$ cat src/rtl/core7_dct_arbiter.sv
// Round-robin arbiter sharing one data-trace capture sink among the Core7 Nios II cores.
// Zero-count words are acknowledged and discarded; end-of-test drain sequencing drives test_has_ended.
module core7_dct_arbiter #(
   parameter int unsigned NUM_REQ = 7,
   parameter int unsigned ID_W    = 3,
   parameter int unsigned DATA_W  = 30,
   parameter int unsigned CNT_W   = 4
) (
   input  logic                      clk,
   input  logic                      reset_n,
   input  logic [NUM_REQ-1:0]        req,
   input  logic [NUM_REQ*DATA_W-1:0] req_buffer,
   input  logic [NUM_REQ*CNT_W-1:0]  req_count,
   output logic [NUM_REQ-1:0]        req_ack,
   output logic                      tr_valid,
   output logic [DATA_W-1:0]         tr_data,
   output logic [CNT_W-1:0]          tr_count,
   output logic [ID_W-1:0]           tr_core,
   input  logic                      tr_ready,
   input  logic                      test_ending,
   output logic                      test_has_ended,
   output logic [7:0]                drop_count
);

   typedef enum logic [1:0] {ST_RUN, ST_DRAIN, ST_ENDED} state_e;

   state_e             state_q, state_d;
   logic [ID_W-1:0]    last_q, last_d;
   logic               valid_q, valid_d;
   logic [DATA_W-1:0]  data_q, data_d;
   logic [CNT_W-1:0]   count_q, count_d;
   logic [ID_W-1:0]    core_q, core_d;
   logic [7:0]         drop_q, drop_d;
   logic               ended_q, ended_d;

   logic               found;
   logic [ID_W-1:0]    winner;
   logic [DATA_W-1:0]  win_data;
   logic [CNT_W-1:0]   win_cnt;
   logic               reg_free;
   logic               arb_en;
   logic               accept;
   logic               win_zero;
   logic               load;
   int unsigned        pos;

   // Search starts just past the last accepted core and wraps modulo NUM_REQ.
   always_comb begin
      found  = 1'b0;
      winner = '0;
      pos    = 0;
      for (int unsigned i = 1; i <= NUM_REQ; i++) begin
         pos = int'(last_q) + i;
         if (pos >= NUM_REQ) pos = pos - NUM_REQ;
         if (!found && req[ID_W'(pos)]) begin
            found  = 1'b1;
            winner = ID_W'(pos);
         end
      end
   end

   always_comb begin
      win_data = '0;
      win_cnt  = '0;
      for (int unsigned j = 0; j < NUM_REQ; j++) begin
         if (winner == ID_W'(j)) begin
            win_data = req_buffer[j*DATA_W +: DATA_W];
            win_cnt  = req_count[j*CNT_W +: CNT_W];
         end
      end
   end

   always_comb begin
      reg_free = !valid_q || tr_ready;
      arb_en   = (state_q != ST_ENDED) && reset_n;
      win_zero = (win_cnt == '0);
      accept   = arb_en && found && (win_zero || reg_free);
      load     = accept && !win_zero;

      req_ack = '0;
      if (accept) req_ack[winner] = 1'b1;

      last_d  = accept ? winner : last_q;
      data_d  = load ? win_data : data_q;
      count_d = load ? win_cnt  : count_q;
      core_d  = load ? winner   : core_q;

      valid_d = valid_q;
      if (load)                     valid_d = 1'b1;
      else if (valid_q && tr_ready) valid_d = 1'b0;

      drop_d = drop_q;
      if (accept && win_zero && (drop_q != 8'hFF)) drop_d = drop_q + 8'd1;

      state_d = state_q;
      case (state_q)
         ST_RUN:   if (test_ending) state_d = ST_DRAIN;
         ST_DRAIN: if ((req == '0) && !valid_q) state_d = ST_ENDED;
         default:  state_d = ST_ENDED;
      endcase
      ended_d = (state_d == ST_ENDED);
   end

   always_ff @(posedge clk or negedge reset_n) begin
      if (!reset_n) begin
         state_q <= ST_RUN;
         last_q  <= ID_W'(NUM_REQ - 1);
         valid_q <= 1'b0;
         data_q  <= '0;
         count_q <= '0;
         core_q  <= '0;
         drop_q  <= '0;
         ended_q <= 1'b0;
      end else begin
         state_q <= state_d;
         last_q  <= last_d;
         valid_q <= valid_d;
         data_q  <= data_d;
         count_q <= count_d;
         core_q  <= core_d;
         drop_q  <= drop_d;
         ended_q <= ended_d;
      end
   end

   assign tr_valid       = valid_q;
   assign tr_data        = data_q;
   assign tr_count       = count_q;
   assign tr_core        = core_q;
   assign drop_count     = drop_q;
   assign test_has_ended = ended_q;

endmodule

$ cat config.mk
export PLATFORM = sky130hd
export DESIGN_NAME = core7_dct_arbiter
export DESIGN_NICKNAME = d
export VERILOG_FILES = /design/src/rtl/core7_dct_arbiter.sv
export SDC_FILE = /design/constraint.sdc
export NUM_CORES = 1
export LEC_CHECK = 0
export CORE_MARGIN = 2
export CORE_UTILIZATION = 39
export CTS_BUF_LIST = sky130_fd_sc_hd__clkbuf_8
export CTS_CLUSTER_DIAMETER = 40
export DETAILED_ROUTE_END_ITERATION = 12
export HOLD_SLACK_MARGIN = 0.06
export PLACE_DENSITY = 0.82
export SETUP_SLACK_MARGIN = 0.4
export SYNTH_ARGS = -nofsm -noshare
export SYNTH_HDL_FRONTEND = slang
export SYNTH_SLANG_ARGS = --single-unit
$ cat constraint.sdc
create_clock -name clk -period 5.95 [get_ports clk]
set_input_delay 1.19 -clock clk [delete_from_list [all_inputs] [get_ports clk]]
set_output_delay 1.19 -clock clk [all_outputs]
set_load 0.02 [all_outputs]
; ---- Yosys cells after proc, flatten, opt, wreduce, memory -nomap -nowiden
; Cells that the tools add are included.
[classes]
n_addsub = 15
n_mul = 0
div_mod_pow = 0
magnitude_cmp = 16
eq_ne = 10
n_shift = 0
mux = 57
n_bitwise = 0
reduce_logical = 30
[op_table]
columns = operator, n
row1 = 30-bit 2-to-1 mux, 7
row2 = 3-bit 2-to-1 mux, 14
row3 = 3-bit by 4-bit < comparator with 1-bit output (second input constant), 8
row4 = 4-bit by 3-bit greater-or-equal comparator with 1-bit output (second input constant), 7
row5 = 4-bit 2-to-1 mux, 7
row6 = 1-bit binary-select mux with 3-bit select, 7
row7 = 3-bit subtractor (second input constant), 7
row8 = 1-bit 2-to-1 mux, 17
row9 = 3-bit by 3-bit adder with 4-bit output (second input constant), 4
row10 = 1-bit logical AND, 15
row11 = 3-bit == test (second input constant), 3
row12 = 3-bit by 2-bit adder with 4-bit output (second input constant), 2
row13 = 8-bit by 1-bit adder with 8-bit output (second input constant), 1
row14 = 1-bit logical NOT, 8
row15 = 8-bit inequality test (second input constant), 1
row16 = 7-bit logical NOT, 1
row17 = 7-bit 2-to-1 mux, 1
row18 = 3-bit by 2-bit == test with 1-bit output (second input constant), 2
row19 = 3-bit by 1-bit adder with 4-bit output (second input constant), 1
row20 = 4-bit logical NOT, 1
row21 = 2-bit 2-to-1 mux, 2
row22 = 2-bit case mux with 2 select lines, 1
row23 = 1-bit demux with 3-bit select, 1
row24 = 3-bit by 1-bit == test with 1-bit output (second input constant), 1
row25 = 8 further kinds, 9
[totals]
reg_bits = 52
latchBits = 0
ram_bits = 0
rom_bits = 0
inputBits = 249
word_cells = 136
mem_count = 0

; ---- Logic depth before layout (Yosys ltp)
; Gate-level depths: netlist (run 1).
[logic_depth]
word_depth = 37
mapped_depth = 24

; ---- Worst setup path after synthesis (run 1)
; OpenSTA, ideal clock, no wires.
[synth_timing]
kind = flip-flop to output port
from = reg last_q[2]
to = out req_ack[2]
arrival_time_ps = 5569
slack_ps = -809
path_stages_with_launch = 19
n_path_buf = 4
cell_sequence = dfstp_2 -> buf_2 -> buf_4 -> inv_1 -> fa_1 -> clkbuf_1 -> or3b_2 -> a21boi_1 -> a2111o_1 -> a21oi_1 -> nand4_1 -> nor3_1 -> nor4_2 -> buf_2 -> mux2_1 -> o221ai_1 -> o2111ai_4 -> a21oi_2 -> nor4b_1
[synth_via]
elab_chain_len = 36
word_cells_on_any_way = 92
classes_between = add/sub (14) / order compare (9) / eq/ne (6) / mux (45) / reduce/logical (18)
[synth_lines]
columns = item, line_no
row1 = "start, declared", 28  ; logic [ID_W-1:0] last_q, last_d;
row2 = "start signal, assigned", 107  ; last_q <= ID_W'(NUM_REQ - 1);
row3 = "start signal, assigned", 116  ; last_q <= last_d;
row4 = 3-bit by 1-bit adder with 4-bit output, 53  ; pos = int'(last_q) + i;
row5 = 4-bit by 3-bit greater-or-equal comparator with 1-bit output or 3-bit subtractor (tied branches), 54  ; if (pos >= NUM_REQ) pos = pos - NUM_REQ;
row6 = 3-bit 2-to-1 mux, 54
row7 = 1-bit binary-select mux with 3-bit select, 55  ; if (!found && req[ID_W'(pos)]) begin
row8 = 1-bit 2-to-1 mux (implied by the code), 55
row9 = 1-bit 2-to-1 mux, 55
row10 = 1-bit logical NOT, 55
row11 = 1-bit logical AND, 55
row12 = [14 not listed], --
row13 = 1-bit logical AND, 55
row14 = 3-bit 2-to-1 mux, 55
row15 = 3-bit logical NOT, 66  ; if (winner == ID_W'(j)) begin
row16 = 4-bit 2-to-1 mux (7 in a row), 66
row17 = 4-bit logical NOT, 76  ; win_zero = (win_cnt == '0);
row18 = 1-bit logical OR, 77  ; accept = arb_en && found && (win_zero || reg_free);
row19 = 1-bit logical AND, 77
row20 = 7-bit 2-to-1 mux (*), 81  ; if (accept) req_ack[winner] = 1'b1;
row21 = "end, declared", 14  ; output logic [NUM_REQ-1:0] req_ack,
; Mark *: on every way between the ends. The rest lies on a longest branch, timed or not. The select of a mux whose other input is x is not followed.

; ---- Worst setup path in the final report (run 1)
[layout_timing]
from = reg last_q[1]
to = out req_ack[5]
; The elaborated chain is that of the path after synthesis.

==> results of run 1 <==
[routing by layer]
metal	global-route usage, %	part of all wire (%)	vias up
met4	12.37	4.2	4
li1	-	-	3570
met2	53.31	51	335
met1	35.34	38	3602
met5	0	0.080	-
met3	6.382	6.8	57
[repair_timing]
| action | CTS | global route |
|---|---|---|
| gates cloned | 1 | 0 |
| pin swaps | 19 | 9 |
| setup endpoints to repair | 7 | 7 |
| buffers inserted | 19 | 7 |
| resized for setup | 71 | 21 |
[cell usage in the layout (no fill, tap or decap), types with 17 or more instances in the layout]
master           instances
buf_4                  132
mux2i_1                 83
o21ai_0                 40
a21oi_1                 38
inv_1                   17
nor2_1                  59
clkdlybuf4s50_1        289
dfrtp_1                 49
mux2_2                  44
o211ai_1                37
mux2_4                  26
nand2_1                 61
[worst register-to-register path, delay by kind of cell (launching register included)]
kind | cells | cell delay [ns]
simple gates | 4 | 0.76
flops | 1 | 0.57
mux | 2 | 0.73
fa+ha+maj | 2 | 0.46
compound gates | 7 | 1.28
buf+inv | 9 | 1.41
[state kept, by name, indices dropped and copies added (netlist names)]
| signal | flops |
|---|---|
| tr_valid | 1 |
| last_q | 3 |
| state_q | 2 |
| test_has_ended | 1 |
| tr_data | 30 |
| drop_count | 8 |
| tr_count | 4 |
| tr_core | 3 |
[cells by family (layout without fill, tap and decap cells)]
kind of cell	count (synthesis)	after routing	synth area share, %
AOI/OAI and AO/OA	211	211	22.86
xor gates and xnor gates	15	15	2.279
adders and majority gates	14	14	2.843
buffers and inverters	91	474	7.536
DFF	52	52	20.29
muxes	154	154	26.82
other	0	1	0
and+or+nand+nor	220	220	17.37
[per-stage QoR]
step / setup slack (ns) / hold slack (ns)
finish: -0.2499 / 0.5082
global route: -0.4186 / 0.5233
CTS: -0.2281 / 0.5136
detailed placement: -0.6461 / 0.4898
global placement: -0.6205 / 0.4776
floorplan: 0.1543 / 0.4601
[final timing paths]
path	cells after the start	slack (ns)	endpoint
max in group asynchronous	2	4.44	last_q[0]$_DFFE_PN0P_
hold reg to reg	1	0.51	drop_count[7]$_DFFE_PN0P_
setup reg to reg	24	0.65	tr_data[0]$_DFFE_PN0P_
min in group asynchronous	2	1.00	drop_count[2]$_DFFE_PN0P_
hold / removal	1	0.51	drop_count[7]$_DFFE_PN0P_
setup / recovery	24	-0.25	req_ack[5]
[cell type report]
class                   count  area (µm²)  area share, %
multi-input cells         614        5009          45.79
repair buffers            443        4161          38.05
flip-flops and latches     52        1305          11.93
well taps                 216       270.3          2.471
inverters                  23       92.59         0.8465
clock buffers               5       68.82         0.6291
clock inverters             3       28.78         0.2631
diodes                      1       2.502        0.02288
==> summary by stage, run 1 <==
Outcome
The run finished, with violations left. The checks that failed: negative setup slack.

Clock network
The number of clock buffers added by TritonCTS is 5. TritonCTS built the clock tree. The clock passes through at most 2 buffers. The root buffer cell is clkbuf_8.

The count of H-tree levels built during CTS is 2. Clock tree synthesis found a total of 52 sinks. The clock transition time at the flip-flop clock pins of the worst setup and hold paths is 0.12 ns. The quantity of hold-fixing buffers added after cts is 0. The later pin in the worst-skew pair is clocked with a latency of 0.34 ns.

Job
The number of max-cap violations is 0.

Floorplanning
After floorplanning, the core was divided into between 40 and 50 placement rows. The area of the core region is 16000 µm². The floorplan step set the die width to roughly 130 µm. The area of the die is 17520 µm². The initial utilization of the core area, before any placement, comes to between 40% and 50%. approximately 300 I/O pins were placed. In this run the vertical extent of the chip is 132.4 µm.

Setup path
The endpoint kind of the worst setup timing path is a primary output. The startpoint of the lowest-slack register-to-register path is last_q[1]$_DFFE_PN1P_. The cell repeated most along the worst path is buf_4. The slowest stage of the critical path belongs to the cell dfstp_2.

The critical path contains buffers and inverters numbering 9 combined. Data on the critical path is required at its endpoint by roughly 4.8 ns. The data arrival time of the critical path is about 5.0 ns. The critical path startpoint category is a flop.

Traced cell by cell, the critical path runs through buf_4 > ha_1 > inv_2 > ha_4 > nand3b_1 > buf_4 > o21a_1 > a211oi_2 > a211oi_2 > a31o_2 > mux2_2 > nor4_4 > buf_4 > buf_12 > buf_12 > buf_4 > nand2_1 > o21ai_1 > o221ai_4 > o2111ai_4 > a21oi_4 > buf_4 > and4_2 > buf_4. The category of the critical setup timing path is reg2out. Grouping stages by cell kind, the critical path spends the most delay in compound AO/OA/AOI/OAI gates.

The highest net fanout along the worst path is 7. The launch point of the critical path is last_q[1]$_DFFE_PN1P_. The delay of the slowest cell on the worst path is between 0.5 and 0.6 ns.

Synthesis
Of the synthesized area, sequential elements account for between 20% and 30%. The number of instances in the synthesized netlist is about 760. The top-area cell type share of the netlist area is roughly a fifth. By area the synthesized netlist is led by dfrtp_1 (19%), mux2i_1 (13%), mux2_2 (7.7%). The prevailing post-synth register cell is dfrtp_1. Dividing the synthesized area by the synthesized cell count gives 8.487 µm². The biggest area contributor in the post-synthesis netlist is dfrtp_1. The most frequently used cell type in the post-synthesis netlist is mux2i_1.

The total of warnings raised by yosys is 0. Yosys mapped a number of flops with a built-in enable equal to 0. The mapped netlist covers between 6000 and 7000 µm². The fraction of registers with async set/reset is 100.0%. Counting flops and latches in the post-synthesis netlist gives between 50 and 60. By count the netlist is led by mux2i_1 (84), nand2_1 (62), nor2_1 (62). The total nets after synthesis is between 1k and 1.5k. In this run, distinct cell masters in the synthesized netlist total between 80 and 90.

Global routing
Global routing finished with a remaining overflow of 0. The largest net degree at the start of global routing is 73. For this run, the total global-route usage over all layers was measured as 30.14%. The via count of the first global-routing pass is roughly 7.5k. The initial antenna violation count is 2.

The global-route wire length before repair is approximately 41000 µm.

Route
The routed design has around 28000 µm of wire. The number of design rule violations left after detail routing is 0. The routed layout has between 7k and 8k vias.

The pre-antenna-repair detailed-routing pass consisted of 5 iterations. Using the TritonRoute via totals, the vias-per-cell ratio works out to ~5.6. After detailed routing, the average wire length per cell comes to between 20 and 25 µm. The count of nets left with antenna violations after detail routing is 0.

The first-iteration detailed-routing DRC count is just over 500.

Place
Detailed placement finished with a half-perimeter wire length of 21800 µm. In this run the cell area measured after placement is 10390 µm². In this run the tool buffered the top-level ports with between 300 and 400 buffer cells. In this run, placement finished with an instance count of 1321. Routability-driven placement finished with a final weighted congestion of between 0.9 and 1.

Timing
Adding up every negative setup slack in the final design gives -1.473 ns. The final critical path takes up 104.2% of the cycle. The worst path in the final design needs a cycle of 6.200 ns, including I/O delays and setup.

The final count of hold timing violations is 0. The final number of max-transition violations is 0. Setup repair after global routing could not meet its margin everywhere. For the pin with the worst max-slew slack, the measured transition is ~0.83 ns. Based on the critical path, the design can be clocked at up to roughly 160 MHz. Once routing completed, OpenROAD measured the worst setup slack at -0.2499 ns. Headroom to the max-slew limit came out at 44.83%.

Setup violations remaining at the end of the flow were counted as 7. On the final layout, the worst clock skew is roughly 0.019 ns.

Finish
The final non-filler cell area is 10940 µm². The fraction of the core area covered by cells at the end of the flow is about two thirds. Of the cells placed in the final design, the portion with a size suffix greater than 1 is between 20% and 30%.

Fill cells in the final layout number 1325. The net total in the final layout is around 1.4k. The post-route non-filler standard cell count is around 1.4k. The area overhead of the layout relative to synthesis is 70.24%.

Worst hold path
The launch instance of the worst min-delay path is drop_count[7]$_DFFE_PN0P_. The path class of the tightest hold or removal check is reg2reg.
Power of run 1 is not shown: default switching activity piles up to over one toggle a cycle in this logic, so the estimate is an artifact.
==> run 2: changes to the inputs <==
--- a/config.mk
+++ b/config.mk
@@ -10,6 +10,7 @@
 export CTS_BUF_LIST = sky130_fd_sc_hd__clkbuf_8
 export CTS_CLUSTER_DIAMETER = 40
 export DETAILED_ROUTE_END_ITERATION = 12
+export GPL_TIMING_DRIVEN = 0
 export HOLD_SLACK_MARGIN = 0.06
 export PLACE_DENSITY = 0.82
 export SETUP_SLACK_MARGIN = 0.4
==> run 2 against run 1 <==
  * The flow still finishes with violations (negative setup slack)
  * Global-route usage increased by 1.9 points
  * Maximum frequency decreased by 6.1%
  * Clock-buffer cell count unchanged
  * Non-clock buffer count decreased by 35
  * Sequential share of layout area increased by 0.47 points
  * Routed wire length increased by 5.4%
  * Hold slack got worse by 0.00082 ns
  * Critical path type is now in2out
  * Critical endpoint is now req_ack[2]
==> summary by stage, run 2 (synthesis results as in run 1) <==
Finish
Compared with the post-synthesis result, the final layout area differs by 63.80%. The sequential cells in the finished layout cover a total of about 1300 µm². The register with the most flip-flops in the layout has 30 of them. The footprint of the multi-input gates is between 4000 and 5000 µm². In the layout the commonest cells are clkdlybuf4s50_1 (289), mux2i_1 (82), nor2_1 (61), nand2_1 (61), dfrtp_1 (49). The repair_antennas step left the layout with diodes totalling 0. The count of filler cells inserted in the layout is around 1.4k. Once layout is done, the placed cells without fillers occupy roughly 11000 µm². The share of cells above drive strength 1 is between 20% and 30%. The most common library cell in the layout ignoring fill and taps is clkdlybuf4s50_1.

The net total in the final layout is between 1k and 1.5k.

Global routing
The met1 track utilization from global routing is 38.02%. The initial antenna violation count was 2. The first global-routing pass estimated between 40000 and 50000 µm of wire. Global routing used a little over half of the available met2 tracks. The met3 track demand over resource is just under 8%. The via count of the first global-routing pass came to approximately 7.6k. The global routing's busiest layer is met2. Entering global routing, the biggest net connects 38 pins. The remaining global-route overflow is 0. Global routing consumed, over all layers together, between 30 and 40% of the routing resources.

Route
The count of nets left with antenna violations once routing finished came out at 0. The total via count after detailed routing is between 7k and 8k. After detailed routing, the number of remaining DRC violations is 0.

The first-pass iteration count of the detailed router is 6. Wires add up to between 20000 and 30000 µm. The routed length per placed instance is between 20 and 25 µm. Using the TritonRoute via totals, the vias-per-cell ratio works out to between 5 and 6. After the first detailed-routing iteration, the DRC count stood at 601.

Clock network
The clock transition time at the flip-flop clock pins of the worst setup and hold paths is 0.11 ns. Clock latency on the worst-skew pair, taken at its later pin, is around 0.34 ns. TritonCTS built the clock tree. The clock sink count is 52. The number of clock buffers inserted by TritonCTS is 5. The count of H-tree levels built during CTS is 2.

The deepest clock path buffer count is 2. The root buffer cell is clkbuf_8.

Timing
The final count of hold timing violations came to 0. On the final layout, the worst hold slack is about 0.5 ns. Setup violations remaining at the end of the flow were counted as 7.

The transition at the pin with the smallest max-transition slack is 0.8288 ns. The period utilization is 111.0%. Across the routed clock network, the largest skew measured is about 0.013 ns. Setup slack on the critical path of the routed design comes to -0.6556 ns. The final number of max-transition violations was 0. Setup repair after global routing could not meet its margin everywhere. Headroom to the max-slew limit came out at between 40% and 50%.

The maximum clock frequency is 151.4 MHz. The worst path in the final design needs a cycle of about 6.6 ns, including I/O delays and setup.

Setup path
STA puts the critical path data required time at between 4 and 5 ns. The worst setup path is launched from an input pin. The cell at the slowest stage of the critical path is nor4_1. On the worst path, the slowest cell contributes a delay of between 0.6 and 0.7 ns. The critical path goes through clkdlybuf4s50_1 > clkbuf_2 > nand2_1 > o32ai_4 > a2111o_1 > a21oi_2 > nand2_1 > nor4_1 > nor4_4 > buf_4 > clkbuf_2 > a31oi_4 > o21a_1 > o2111ai_4 > a21oi_4 > buf_6 > nor4b_4 > buf_6. At the worst endpoint, the arrival time is roughly 5.4 ns. The category of the critical setup timing path is in2out. The highest net fanout along the worst path is 10. The worst setup path is captured at a primary output.

Floorplanning
The effective utilization at floorplan is 40.15%. The top-level I/O count is between 300 and 400. The die is between 100 and 150 µm wide. The floorplan die height is about 130 µm. The core region is roughly 16000 µm². The area of the die is between 15000 and 20000 µm².

The placement row count is 46.

Place
The estimated wirelength of the detail-placed design is ~23000 µm. The count of buffers inserted at the top-level ports is between 200 and 300. The congestion estimate from routability-driven global placement came to 1.004.

Summing all placed instances gives a cell area of 9903 µm².

Worst hold path
The min-delay analysis places its worst path in the category reg2reg.

Outcome
The final reports fail on negative setup slack. The flow ran to the end, but the final reports show violations.

Job
The number of max-cap violations is 0.
run 2: layer usage:
layer	routed length (µm)	vias up	share of wire [%]
met4	1303	4	4.5
li1	-	3497	-
met5	27	-	0.093
met3	2332	73	8.0
met2	14260	402	49
met1	11150	3604	38
run 2: repair_timing:
action                     4_1_cts  5_1_grt
hold endpoints to repair         0        0
hold buffers                     0        0
cloned                           1        0
setup endpoints to repair       44       45
setup buffers                   30       11
resized for setup               70       36
pin swaps                       13       12
run 2: area by class of cell:
class	instances	area share, %
inverters	23	0.9036
clock buffers	5	0.6539
plain buffers	68	4.720
repair buffers	340	31.55
flip-flops and latches	52	12.40
clock inverters	3	0.2021
multi-input cells	614	47.00
well taps	216	2.568
run 2: final timing paths:
kind	startpoint	end	depth (start not counted)	slack [ns]
setup / recovery	req[6]	req_ack[2]	18	-0.66
hold / removal	drop_count[5]$_DFFE_PN0P_	drop_count[5]$_DFFE_PN0P_	1	0.51
setup reg to reg	last_q[2]$_DFFE_PN1P_	tr_data[28]$_DFFE_PN0P_	23	0.41
hold reg to reg	drop_count[5]$_DFFE_PN0P_	drop_count[5]$_DFFE_PN0P_	1	0.51
max in group asynchronous	reset_n	last_q[2]$_DFFE_PN1P_	2	4.56
min in group asynchronous	reset_n	drop_count[3]$_DFFE_PN0P_	1	0.77
run 2: per-stage QoR:
stage,instances,setup WS (ns),utilization [%],setup TNS [ns]
after floorplan,757,0.1543,-,0
after global placement,1270,-1.512,61.80,-11.70
after detailed placement,1271,-1.522,61.89,-12.15
after CTS,1310,-0.6363,64.65,-4.114
after global routing,1321,-0.7936,65.77,-5.157
final,1321,-0.6556,65.77,-4.255
run 2: critical path, delay by kind of cell:
| kind | cells | cell delay, ns |
|---|---|---|
| and+or+nand+nor | 5 | 1.21 |
| AOI/OAI and AO/OA | 7 | 1.55 |
| buffers and inverters | 6 | 1.45 |
Power of run 2 is left out for the same reason.
==> run 3: changes to the inputs <==
--- a/config.mk
+++ b/config.mk
@@ -5,14 +5,15 @@
 export SDC_FILE = /design/constraint.sdc
 export NUM_CORES = 1
 export LEC_CHECK = 0
+export ABC_AREA = 1
 export CORE_MARGIN = 2
-export CORE_UTILIZATION = 39
+export CORE_UTILIZATION = 37
 export CTS_BUF_LIST = sky130_fd_sc_hd__clkbuf_8
 export CTS_CLUSTER_DIAMETER = 40
 export DETAILED_ROUTE_END_ITERATION = 12
 export GPL_TIMING_DRIVEN = 0
 export HOLD_SLACK_MARGIN = 0.06
-export PLACE_DENSITY = 0.82
+export PLACE_DENSITY = 0.81
 export SETUP_SLACK_MARGIN = 0.4
 export SYNTH_ARGS = -nofsm -noshare
 export SYNTH_HDL_FRONTEND = slang
==> run 3 against run 2 <==
  * Sequential share of layout area up 0.62 points
  * Register-to-register slack worse by 0.28 ns
  * First-iteration DRC count rose by 6.3%
  * The flow now finishes without violations
  * Clock-buffer cell count is 1 higher
==> summary by stage, run 3 <==
Worst hold path
The worst hold path depth is 2. The class of the most critical hold timing path is reg2reg. The worst hold path terminates at test_has_ended$_DFF_PN0_.

The launch instance of the worst min-delay path is state_q[1]$_DFF_PN0_.

Clock network
The deepest clock path buffer count is 2. The clock transition time at the flip-flop clock pins of the worst setup and hold paths is 0.11 ns. TritonCTS built the clock tree. The count of H-tree levels built during CTS is 2. The clock latency reported for the late side of the worst-skew pair is 0.33 ns. The number of clock buffers inserted by TritonCTS is 5. CTS saw 52 sinks.

The root buffer cell is clkbuf_8.

Synthesis
After synthesis, the most frequently instantiated cells are nand2_1 (391), nand3_1 (111), nand4_1 (84). The number of instances in the synthesized netlist is 958. The biggest area contributor in the post-synthesis netlist is nand2_1. The number of different library cells used by synthesis comes to 39.

The total nets after synthesis is approximately 1.2k. The prevailing post-synth register cell is dfrtp_1. For this run, the number of Yosys warnings is 0. By area the synthesized netlist is led by nand2_1 (26%), dfrtp_1 (22%), nand3_1 (9.7%). In this run, synthesis produced a sequential element count of 52. Yosys instantiated no cell more often than nand2_1. The portion of the post-synthesis area used by sequential elements is between 20 and 25%. Yosys mapped a number of flops with a built-in enable equal to 0. The top-area cell type share of the netlist area is approximately 26%. The post-synthesis instance area is roughly 5700 µm². The fraction of registers with async set/reset is 100.0%. The per-instance average area after synthesis is between 5 and 6 µm².

Floorplanning
about 300 I/O pins were placed. The floorplan die height is between 100 and 150 µm. The floorplan has 45 rows. The effective utilization at floorplan is between 30% and 40%.

The area of the die is about 16000 µm². The area of the core region is between 15000 and 20000 µm². The floorplan step set the die width to about 130 µm.

Timing
The transition at the pin with the smallest max-transition slack is about 1.1 ns. Headroom to the max-slew limit came out at approximately 28%. Setup repair after global routing could not meet its margin everywhere.

The final worst slack is 0.07222 ns. The period utilization is a little over nine tenths. The final number of max-transition violations is 0. Timing would allow up to approximately 170 MHz. The minimum period implied by the final worst setup slack is between 5 and 6 ns. Hold is met by around 0.48 ns. The final count of negative-setup-slack endpoints is 0. The final count of hold timing violations is 0. On the final layout, the worst clock skew is 0.01410 ns.

Route
In this run, the number of DRC markers left after iteration 0 of detailed routing was approximately 640. The detail-routed via count per cell is between 5 and 6. The routed length per placed instance is 19.34 µm. The final routed wirelength across all metal layers is just under 30000 µm.

The routed layout has 8326 vias. In the routed design, unresolved DRC markers number 0. The first-pass iteration count of the detailed router is 8.

Once detail routing completed, the nets flagged for antenna violations numbered 0.

Finish
The fraction of the core area covered by cells at the end of the flow is 66.13%. From synthesis to final layout, the design area changed by 75.47%. The net total in the final layout is ~1.6k. The top cell types in the final layout, fill and taps aside, are nand2_1 (365), clkdlybuf4s50_1 (293), nand3_1 (89). The footprint of the multi-input gates is about 4200 µm². The post-route non-filler standard cell count is between 1.5k and 2k.

The count of filler cells inserted in the layout is 1353. The final non-filler cell area is between 10000 and 15000 µm². Leaving out fill and tap cells, the most frequent cell in the layout is nand2_1. The share of cells above drive strength 1 is between 10% and 20%. The sequential standard cell area is 1304 µm². The register with the most flip-flops in the layout has 30 of them.

Global routing
In the global route stage, overall resource usage came out at between 30% and 40%. The global-route wire length before repair is about 43000 µm. The total overflow left after global routing is 0. The via count of the first global-routing pass is around 8k. Entering global routing, the biggest net connects 31 pins. The initial antenna violation count came to 1.

Setup path
The data arrival time of the critical path is between 4 and 5 ns. The endpoint identified for the worst register-to-register timing path is drop_count[7]$_DFFE_PN0P_. The family with the most delay on the worst path is simple AND/OR/NAND/NOR gates. The count of buffering cells on the critical path with inverters included is 5. By startpoint and endpoint, the worst setup path is classified as reg2out.

In this run the worst path has a maximum fanout of 8. In this design, the stage delay of the slowest critical-path cell is just under 0.6 ns. The worst register-to-register path begins at last_q[1]$_DFFE_PN1P_. In this run the register-to-register setup slack is roughly 0.13 ns.

The endpoint required time on the critical path is 4.76 ns. The critical path startpoint category is a flop. The logic depth of the worst register-to-register path is 37. On the critical path, the stage with the largest delay is an instance of dfstp_2. STA classifies the critical path endpoint as a primary output.

Power
For this design the static power due to leakage is around 4.6 nW. In this run, the combinational gates consume a little under half of the power. The total net switching power is 0.0003781 W. The worst ir drop on vdd is 94.15 µV. The internal power contribution is approximately 0.0007 W.

The proportion of total power due to net switching is about a third. The share of total power dissipated in the clock network is 20.6%. Sequential cells burn between 30% and 40% of the power. The power per standard cell area is ~110 nW/µm².

Place
The count of buffers inserted at the top-level ports is about 300. The number of placed instances with taps included is ~1.4k. The placed instance area is roughly 9000 µm². The worst slack at placement is -0.5396 ns. The routability congestion estimate is 1.011. The estimated wirelength of the detail-placed design is 21960 µm.

Outcome
The run finished with clean final reports.

Job
The tool flagged a number of max-cap violations equal to 0.
[run 3: cell count changes after synthesis, moves of 14 or more]
cell and delta:
inv_2 +14, a211oi_1 +18, o211ai_1 -32, nor3_1 -15, mux2i_1 -84, mux2_2 -44
nand3_1 +100, mux2_4 -25, nand4_1 +79, a21oi_1 -42, inv_1 +50, o21ai_0 -31
nand2_1 +329
[run 3: tightest hold or removal path: cells and delay by family, from the launching register on]
kind,cells,cell delay [ns]
buf+inv,1,0.06
flops,1,0.33
compound gates,1,0.07
[run 3: worst max-delay path by stage]
stage / depth (start not counted) / slack [ns] / to / start
final: 26 / 0.07 / req_ack[3] / last_q[1]$_DFFE_PN1P_
after global routing: 28 / -0.14 / req_ack[3] / last_q[1]$_DFFE_PN1P_
after detailed placement: 24 / -0.54 / req_ack[0] / req[2]
after CTS: 29 / 0.27 / req_ack[0] / last_q[1]$_DFFE_PN1P_
after global placement: 6 / -1.05 / req_ack[2] / reset_n
after floorplan: 24 / 0.91 / req_ack[0] / last_q[1]$_DFFE_PN1P_
[run 3: metal layers]
layer / part of all wire (%) / track usage, % / vias to the layer above
met5: 0.065 / 0 / -
met4: 4.5 / 12.48 / 2
met3: 9.3 / 8.765 / 108
met2: 49 / 58.42 / 508
met1: 38 / 40.50 / 3811
li1: - / - / 3897
[run 3: kinds of logic (layout without fill, tap and decap cells)]
family                   count (synthesis)  after routing  synth area share (%)
AND/OR/NAND/NOR                        681            681                 54.47
buffers and inverters                  137            505                 10.54
AO/OA/AOI/OAI                           67             67                 7.870
flip-flops                              52             52                 22.84
adder cells (fa/ha/maj)                 14             14                 3.200
XOR/XNOR                                 7              7                 1.074
other                                    0              1                     0
[run 3: what timing repair did]
action / in CTS / in global routing
hold buffers: 0 / 0
gates resized for setup: 102 / 73
endpoints found under the setup margin: 7 / 15
buffers inserted: 37 / 19
pin swaps: 26 / 54
gates cloned: 1 / 1
[run 3: stage by stage]
stage	power [W]	TNS (ns)
6_report	0.001098	0
5_1_grt	0.001140	-1.037
4_1_cts	0.001044	0
3_5_place_dp	0.0007719	-3.671
3_3_place_gp	0.0007683	-7.214
2_1_floorplan	0.0005262	0
[run 3: final cells by class]
class / count / area share [%]
antenna: 1 / 0.02498
timing repair buffer: 360 / 34.90
clock inverter: 2 / 0.1124
multi-input combinational: 769 / 42.37
clock buffer: 6 / 0.8245
buffer: 50 / 3.023
sequential: 52 / 13.02
tap: 188 / 2.349
inverter: 87 / 3.373
[run 3: power groups by stage]
stage / Combinational (W) / Sequential (W) / Clock, W
after floorplan: 0.000166 / 0.000360 / 0
after global placement: 0.000408 / 0.000360 / 0
after detailed placement: 0.000412 / 0.000360 / 0
after CTS: 0.000464 / 0.000353 / 0.000226
after global routing: 0.000548 / 0.000353 / 0.000239
final: 0.000519 / 0.000353 / 0.000226
No activity file was read; power rests on OpenSTA's default activity.
==> RTL change, RTL diff (flow settings as in run 2) <==
The 3 states of `state_e` get a one-hot encoding in 3 bits.
--- a/src/rtl/core7_dct_arbiter.sv
+++ b/src/rtl/core7_dct_arbiter.sv
@@ -22,7 +22,7 @@
    output logic [7:0]                drop_count
 );
 
-   typedef enum logic [1:0] {ST_RUN, ST_DRAIN, ST_ENDED} state_e;
+   typedef enum logic [2:0] {ST_RUN = 3'b001, ST_DRAIN = 3'b010, ST_ENDED = 3'b100} state_e;
 
    state_e             state_q, state_d;
    logic [ID_W-1:0]    last_q, last_d;
Behaviour: same outputs for any inputs over 4 cycles, from zero or initial values and one cycle with reset_n low; so few cycles prove little.
==> RTL change against run 2 <==
  * The flow still finishes with violations (setup timing)
  * Cell area decreased by 3.0%
  * Synthesized cell count increased by 2.1%
  * Sequential cell count increased by 1
  * Wire length decreased by 1.4%
  * Die area decreased by 5.5%
  * Worst setup slack improved by 0.098 ns
  * Synthesized area decreased by 5.6%
  * Non-clock buffer count decreased by 6
  * First-iteration DRC count increased by 8.7%
  * Largest cell class unchanged
  * Highest routed layer is now met4
Power is left out: the tool's default activity adds up to more than one toggle a clock period on the data nets, which glitch-free logic cannot reach.
==> RTL change: results (changes against run 2) <==
- Port bufs: 301 (was 297)
- M1 WL: 10970 um (was 11150 um)
- Setup violations, final: 7 (unchanged)
- Final Hold Slack: 0.4921 ns (was 0.5074 ns)
- Via count: 7784 (was 7580)
- Reg2Reg Setup Slack: 0.34 ns (was 0.41 ns)
- First-pass GRT wire length: 42320 um (was 43460 um)
- Violated checks: setup timing (unchanged)
- Post-synthesis mux area share: 19.87% (was 26.82%)
- Main combinational cell family by area after synthesis: compound AO/OA/AOI/OAI gates (was multiplexers)
- Sequential share of the synthesized area: 21.94% (was 20.29%)
- DP Area: 0.009545 mm^2 (was 0.009903 mm^2)
- Met2 Resource Use GR: 59.13% (was 54.89%)
- Fill count: 1294 (was 1377)
- Status: complete, but fails checks (unchanged)
- Max layer used: met4 (was met5)
- Commonest cells in the netlist: 111 x mux2i_1, 83 x o21ai_0, 76 x nand2_1, 50 x dfrtp_1, 49 x nor2_1 (was 84 x mux2i_1, 62 x nand2_1, 62 x nor2_1, 50 x dfrtp_1, 47 x o21ai_0)
- Largest stage delay, worst path: 0.60 ns (was 0.64 ns)
- Slowest stage cell, crit path: dfstp_2 (was nor4_1)
- Post-Synth Adder-Cell Area: 3.013% (was 2.843%)
- Final setup TNS: -3.678 ns (was -4.255 ns)
- Synth Area in XOR/XNOR: 2.703% (was 2.278%)
- Fin worst setup slack: -0.5578 ns (was -0.6556 ns)
- Final wirelength: 28690 um (was 29080 um)
- Least-Margin Pin Slew: 0.9689 ns (was 0.8288 ns)
RTL change: area by class of cell:
cell class / instances / area, um^2 / area share [%]
Clock buffer: 5 / 68.82 / 0.6743
Inverter: 13 / 52.55 / 0.5149
Tap cell: 188 / 235.2 / 2.305
Timing Repair Buffer: 336 / 3278 / 32.12
Buffer: 66 / 390.4 / 3.825
Clock inverter: 3 / 26.28 / 0.2574
Sequential cell: 53 / 1331 / 13.04
Multi-Input combinational cell: 641 / 4823 / 47.26
RTL change: path summary, 6_finish.rpt:
kind                            startpoint          end  cells past startpoint
worst max-delay path             last_q[1]   req_ack[3]                     21
worst min-delay path            tr_data[7]   tr_data[7]                      2
worst max register to register   last_q[1]  tr_count[1]                     22
worst min register to register  tr_data[7]   tr_data[7]                      2
max in group asynchronous          reset_n    last_q[1]                      2
min in group asynchronous          reset_n   tr_data[2]                      1
RTL change: what timing repair did:
item	in CTS	in global routing
gates resized for setup	110	23
cloned	1	0
setup buffers	32	1
setup endpoints to repair	55	48
pin swaps	17	4
